==> config.mk <==
export PLATFORM = sky130hd
export DESIGN_NAME = lfsr_xnor_gen
export DESIGN_NICKNAME = d
export VERILOG_FILES = /design/src/rtl/lfsr_pkg.sv /design/src/rtl/lfsr_xnor_gen_next.sv /design/src/rtl/lfsr_xnor_gen.sv
export SDC_FILE = /design/constraint.sdc
export NUM_CORES = 1
export LEC_CHECK = 0
export CORE_UTILIZATION = 45
export CTS_BUF_LIST = sky130_fd_sc_hd__clkbuf_8 sky130_fd_sc_hd__clkbuf_16
export DETAILED_ROUTE_END_ITERATION = 10
export HOLD_SLACK_MARGIN = 0.02
export PLACE_DENSITY = 0.74
export SLEW_MARGIN = 25
export SYNTH_ARGS = -nofsm -noshare
export SYNTH_HDL_FRONTEND = slang
export SYNTH_SLANG_ARGS = --single-unit
==> constraint.sdc <==
create_clock -name clk -period 1.7 [get_ports clk]
set_input_delay 0.51 -clock clk [delete_from_list [all_inputs] [get_ports clk]]
set_output_delay 0.51 -clock clk [all_outputs]
set_load 0.02 [all_outputs]
==> src/rtl/lfsr_pkg.sv <==
// Shared constants and helpers for the XNOR LFSR generator.
// Mode encodings, lock-up value function and default maximal taps.
package lfsr_pkg;

  localparam logic LFSR_FIB = 1'b0;
  localparam logic LFSR_GAL = 1'b1;

  localparam logic [1:0] TAPS_W2 = 2'b11;
  localparam logic [3:0] TAPS_W4 = 4'b1100;

  // All-ones is the XNOR fixed point; returned right-aligned in 32 bits.
  function automatic logic [31:0] lfsr_ones(input int w);
    logic [31:0] v;
    v = '1;
    return v >> (32 - w);
  endfunction

endpackage

==> src/rtl/lfsr_xnor_gen_next.sv <==
// Combinational next-state for the XNOR LFSR (Fibonacci or Galois).
// Ports: cur (state in), mode (0 fib / 1 gal), nxt (next state out).
module lfsr_next
  import lfsr_pkg::*;
#(
  parameter int WIDTH = 4,
  parameter logic [WIDTH-1:0] TAPS = 4'b1100
) (
  input  logic [WIDTH-1:0] cur,
  input  logic             mode,
  output logic [WIDTH-1:0] nxt
);

  logic fb;

  always_comb begin
    fb  = ~^(cur & TAPS);
    nxt = {cur[WIDTH-2:0], fb};
    if (mode == LFSR_GAL) begin
      nxt[0] = cur[WIDTH-1];
      for (int i = 1; i < WIDTH; i++) begin
        nxt[i] = TAPS[i-1] ? ~(cur[i-1] ^ cur[WIDTH-1])
                           : cur[i-1];
      end
    end
  end

endmodule

==> src/rtl/lfsr_xnor_gen.sv <==
// Parametrised XNOR LFSR with seed load, lock-up guard and wrap detect.
// Ports: clk, rst, en, load, seed, mode -> out, step_cnt, wrap, lockup.
module lfsr_xnor_gen
  import lfsr_pkg::*;
#(
  parameter int WIDTH = 4,
  parameter logic [WIDTH-1:0] TAPS = 4'b1100,
  parameter logic [WIDTH-1:0] RESET_SEED = '0
) (
  input  logic             clk,
  input  logic             rst,
  input  logic             en,
  input  logic             load,
  input  logic [WIDTH-1:0] seed,
  input  logic             mode,
  output logic [WIDTH-1:0] out,
  output logic [WIDTH-1:0] step_cnt,
  output logic             wrap,
  output logic             lockup
);

  localparam logic [WIDTH-1:0] ONES = WIDTH'(lfsr_ones(WIDTH));

  if (WIDTH < 2 || WIDTH > 32) begin : g_bad_width
    $error("lfsr_xnor_gen: WIDTH must be 2..32");
  end
  if (TAPS[WIDTH-1] != 1'b1) begin : g_bad_taps
    $error("lfsr_xnor_gen: TAPS MSB must be set");
  end
  if (RESET_SEED == ONES) begin : g_bad_seed
    $error("lfsr_xnor_gen: RESET_SEED is the lock-up state");
  end

  logic [WIDTH-1:0] nxt;
  logic [WIDTH-1:0] ref_seed;

  lfsr_next #(
    .WIDTH(WIDTH),
    .TAPS (TAPS)
  ) u_next (
    .cur (out),
    .mode(mode),
    .nxt (nxt)
  );

  always_ff @(posedge clk or posedge rst) begin
    if (rst) begin
      out      <= RESET_SEED;
      ref_seed <= RESET_SEED;
      step_cnt <= '0;
      wrap     <= 1'b0;
      lockup   <= 1'b0;
    end else begin
      wrap   <= 1'b0;
      lockup <= 1'b0;
      if (load) begin
        step_cnt <= '0;
        // An all-ones seed would freeze the sequence; substitute zero.
        if (seed == ONES) begin
          out      <= '0;
          ref_seed <= '0;
          lockup   <= 1'b1;
        end else begin
          out      <= seed;
          ref_seed <= seed;
        end
      end else if (en) begin
        out <= nxt;
        if (nxt == ref_seed) begin
          step_cnt <= '0;
          wrap     <= 1'b1;
        end else begin
          step_cnt <= step_cnt + 1'b1;
        end
      end
    end
  end

endmodule

# Word-level counts from Yosys, hierarchy flattened
# Cells that the tools add are included.
classes:
  eq_ne: 2
  add_sub_neg: 1
  n_reduce_logical: 2
  n_bitwise: 2
  n_mux: 12
op_table:
  columns: ["cell", "n"]
  rows:
  - ["two-way mux 4 bit", 7]
  - ["two-way mux 1 bit", 5]
  - ["adder 4 x 1 -> 4 bit (second input constant)", 1]
  - ["equality test 4 bit", 1]
  - ["equality test 4 bit (second input constant)", 1]
  - ["XNOR reduction 4 bit", 1]
  - ["nonzero test 2 bit", 1]
  - ["inverter 1 bit", 1]
  - ["bitwise XOR 1 bit", 1]
totals:
  register_bits: 14
  output_inout_bits: 10
  input_bits: 9

# Logic depth before layout (Yosys ltp)
logic_depth:
  word_depth: 7
  mapped_depth: 6
  mapped_depth_nobuf: 5

# Hierarchy
# A second synthesis with hierarchy kept.
hier_totals:
  cells_unflattened: 71
  area_unflattened_um2: 725.7
modules_own_cells:
  columns: ["module", "area_each_um2", "seq_area_each_um2", "cells_per_inst", "instances"]
  rows:
  - ["lfsr_xnor_gen", 673.1, 350.3, 65, 1]
  - ["lfsr_next", 52.6, 0.0, 6, 1]

# Worst setup path after synthesis
# No wires, ideal clock.
synth_path:
  path_type: "register -> register"
  from: "register out[3]"
  to: "register step_cnt[2]"
  slack_ps: 42
  stages_incl_launch_ff: 7
  arrival_ps: 1524
  t_required_ps: 1565
  cell_sequence: "dfrtp_1 -> buf_2 -> xor2_1 -> o311ai_1 -> o311ai_4 -> nand4b_1 -> a31oi_1"
synth_via:
  elab_chain_len: 7
  elab_cells_between_ends: 8
synth_rtl:
  columns: ["element", "line_no", "source"]
  rows:
  - ["start: declaration", "lfsr_xnor_gen.sv:16", "output logic [WIDTH-1:0] out,"]
  - ["start signal: assignment", "lfsr_xnor_gen.sv:68", "out <= nxt;"]
  - ["bitwise XOR 1 bit", "lfsr_xnor_gen_next.sv:22", "nxt[i] = TAPS[i-1] ? ~(cur[i-1] ^ cur[WIDTH-1])"]
  - ["inverter 1 bit", "lfsr_xnor_gen_next.sv:22", null]
  - ["two-way mux 4 bit *", "lfsr_xnor_gen_next.sv:19", "if (mode == LFSR_GAL) begin"]
  - ["equality test 4 bit *", "lfsr_xnor_gen.sv:69", "if (nxt == ref_seed) begin"]
  - ["two-way mux 4 bit *", "lfsr_xnor_gen.sv:69", null]
  - ["two-way mux 4 bit *", "lfsr_xnor_gen.sv:67", "end else if (en) begin"]
  - ["two-way mux 4 bit *", "lfsr_xnor_gen.sv:56", "if (load) begin"]
  - ["end signal: assignment", "lfsr_xnor_gen.sv:73", "step_cnt <= step_cnt + 1'b1;"]
  - ["end: declaration", "lfsr_xnor_gen.sv:17", "output logic [WIDTH-1:0] step_cnt,"]
# Every way passes the cells marked *; elsewhere a longest branch is shown, timed or not. The select of a mux whose other input is x is not followed.
# A chain may end at the register's enable or synchronous reset.

# Worst setup path after layout
layout_path:
  from: "input mode"
  to: "register step_cnt[3]"
layout_via:
  elab_chain_len: 5
layout_rtl:
  columns: ["element", "line_no", "source"]
  rows:
  - ["start: declaration", "lfsr_xnor_gen.sv:15", "input logic mode,"]
  - ["two-way mux 4 bit", "lfsr_xnor_gen_next.sv:19", null]
  - ["equality test 4 bit", "lfsr_xnor_gen.sv:69", null]
  - ["two-way mux 4 bit", "lfsr_xnor_gen.sv:69", null]
  - ["two-way mux 4 bit", "lfsr_xnor_gen.sv:67", null]
  - ["two-way mux 4 bit", "lfsr_xnor_gen.sv:56", null]
# Every way passes these cells. The select of a mux whose other input is x is not followed.

==> results.py <==
metrics = {
    "run_status": {
        "status": "finished, final reports clean",
    },
    "synth": {
        "ys_types": 27,
        "synth-main-ff-cell": "dfrtp_1",
        "postSynthCellCount": 82,
        "ys_ff_latch": 14,
        "synth_area_um2": 744.5,
        "yosys-top-cells-count": "dfrtp_1, nand2_1, a21oi_1",
        "synth_edf_count": 0,
        "synthTopCellsByArea": "dfrtp_1, a21oi_1, o21ai_0, nand2_1, inv_1",
        "synth_top_cell_area_share": 0.4706,
        "synth_warnings": 0,
        "yosysTopAreaCell": "dfrtp_1",
        "ys_seq_area_frac": 0.4706,
        "synth_most_common_cell": "dfrtp_1",
        "async_reset_ff_frac": 1.000,
        "syn_avg_cell_area_um2": 9.079,
        "syn_nets": 92,
    },
    "die": {
        "die_h_um": 42.68,
        "initial_utilization": 0.4885,
        "core-area_um2": 1524,
        "dieArea_um2": 1821,
        "io-pin-count": 19,
        "rows": 14,
        "die_w_um": 42.68,
    },
    "cells_and_area": {
        "syn_to_final_growth_pct": 38.15,
        "diodes": 0,
        "drive_above_1_share": 0.1308,
        "num-fill-cells": 131,
        "layout.nets": 118,
        "final_cells": 123,
        "ff_latch_area_um2": 350.3,
        "multi_input_area_um2": 342.8,
    },
    "critical_path": {
        "critPathCaptureType": "register",
        "worst-endpoint-arrival_ps": 1830,
        "crit_fanout": 7,
        "setup.worst_path.class": "input pin to register",
        "required_ps": 1870,
        "cp-start-kind": "input pin",
    },
    "drt": {
        "wl_met3_um": 66,
        "highest_layer": "met4",
        "drt_iter0_drc": 8,
        "avgViaCountPerCell": 5.472,
        "wl_met2_um": 804,
        "met1_length_um": 788,
        "drt_wl_total_um": 1703,
        "drc": 0,
        "drt-pass1-iter-count": 4,
        "vias": 673,
        "post_drt_wl_per_cell_um": 13.85,
        "antenna_left": 0,
    },
    "placed_design": {
        "place_ws_ps": -437.4,
        "gp_congestion": 0.7659,
        "dpl.cell_count": 119,
        "port_buffers": 18,
        "hpwl_um": 1233,
    },
    "timing": {
        "setup_slack_ps": 35.24,
        "finalHoldViolations": 0,
        "worst_pin_slew_ps": 562.7,
        "setup_viol": 0,
        "relSlewSlack": 0.6196,
        "min_period_ps": 1665,
        "grt_setup_unrepaired": "yes",
        "period_share": 0.9793,
        "slew_viol_final": 0,
        "finalClockSkew_ps": 0.7772,
        "tns_ps": 0,
        "fmax_mhz": 600.7,
    },
    "clocking": {
        "numCtsBuffers": 3,
        "cts_sinks": 14,
        "cts_tree": "built",
        "htree_levels": 1,
        "cts_hold_buffers": 0,
        "clk_latency_ps": 250,
        "clock_path_buffers": 2,
        "root_buffer": "clkbuf_8",
        "path_clk_slew_ps": 60,
    },
    "power": {
        "p_leak_nw": 0.5127,
        "max-vdd-ir-drop_mv": 0.6371,
        "power_mw": 0.9297,
        "powerDensity_nw_per_um2": 903.9,
    },
    "global_route": {
        "grt_pass1_vias": 608,
        "grt_pass1_wl_um": 2649,
        "overflow": 0,
        "antenna_found_initial": 0,
        "grt_max_degree": 15,
        "grt_use_total": 0.2000,
    },
    "run": {
        "cap_violations": 0,
    },
    "worst_hold_path": {
        "worstHoldPathType": "register to register",
    },
}
==> cells by family (layout without fill, tap and decap cells) <==
family                   Yosys count  after routing  synth area share
AND/OR/NAND/NOR                   28             28            0.1866
XOR/XNOR                           4              4           0.04707
adder cells (fa/ha/maj)            1              1           0.01680
AO/OA/AOI/OAI                     22             22            0.1916
flip-flops                        14             14            0.4706
multiplexers                       1              1           0.01345
buffers and inverters             12             37           0.07396
==> state kept, by name, indices dropped and copies added (netlist names) <==
name / flops
lockup: 1
out: 4
ref_seed: 4
step_cnt: 4
wrap: 1
==> placed cells by master, fill, tap and decap left out, types with 3 or more instances in the layout <==
cell type,synthesis,routed
o21ai_0,7,7
nand3_1,5,5
a21oi_1,8,7
clkdlybuf4s50_1,0,7
buf_4,0,8
clkbuf_8,0,4
dfrtp_1,14,14
dlygate4sd2_1,0,9
inv_1,7,7
nor2_1,5,5
nand2_1,9,9
xor2_1,3,3
==> worst paths after layout <==
check / start / to / slack (ps) / cells after the start
max: mode / step_cnt[3]$_DFFE_PP0P_ / 40 / 6
min: ref_seed[2]$_DFFE_PP0P_ / ref_seed[2]$_DFFE_PP0P_ / 560 / 2
max reg2reg: out[2]$_DFFE_PP0P_ / step_cnt[3]$_DFFE_PP0P_ / 90 / 5
min reg2reg: ref_seed[2]$_DFFE_PP0P_ / ref_seed[2]$_DFFE_PP0P_ / 560 / 2
max in group asynchronous: rst / lockup$_DFF_PP0_ / 960 / 3
min in group asynchronous: rst / out[3]$_DFFE_PP0P_ / 570 / 3
==> layout make-up <==
type                            count  area share
Sequential cell                    14      0.3406
Timing Repair Buffer               26      0.2275
Tap cell                           16     0.01946
Inverter                            7     0.02555
Multi-Input combinational cell     56      0.3333
Clock buffer                        4     0.05353
==> report_power, final <==
part	switching (mW)	leakage, nW	total, mW	internal, mW
Combinational	0.117	0.304	0.212	0.0959
Clock	0.124	0.0288	0.330	0.205
Sequential	0.0277	0.180	0.387	0.360
==> stage by stage <==
step,utilization,hold slack [ps],area [um^2]
6_report,0.6749,556.5,1028
5_1_grt,0.6749,593.1,1028
4_1_cts,0.6691,555.9,1020
3_5_place_dp,0.6404,538.4,975.9
3_3_place_gp,0.6404,535.8,975.9
2_1_floorplan,-,399.2,744.5
==> worst max-delay path, stage by stage <==
cell           delay, ps
dlygate4sd2_1        290
xnor2_1              180
a211oi_1             130
o311ai_4             410
nand3_1              120
a31oi_1              190
==> what timing repair did <==
item | 4_1_cts | 5_1_grt
pin swaps | 1 | 3
setup buffers | 0 | 0
resized for setup | 9 | 3
endpoints found under the setup margin | 13 | 5
==> layer usage <==
metal | vias to the layer above | GRT usage
li1 | 336 | -
met1 | 319 | 0.2639
met2 | 14 | 0.3030
met3 | 4 | 0.03830
met4 | 0 | 0.1188
met5 | - | 0
Note: power is estimated with default switching activity, not from simulation.
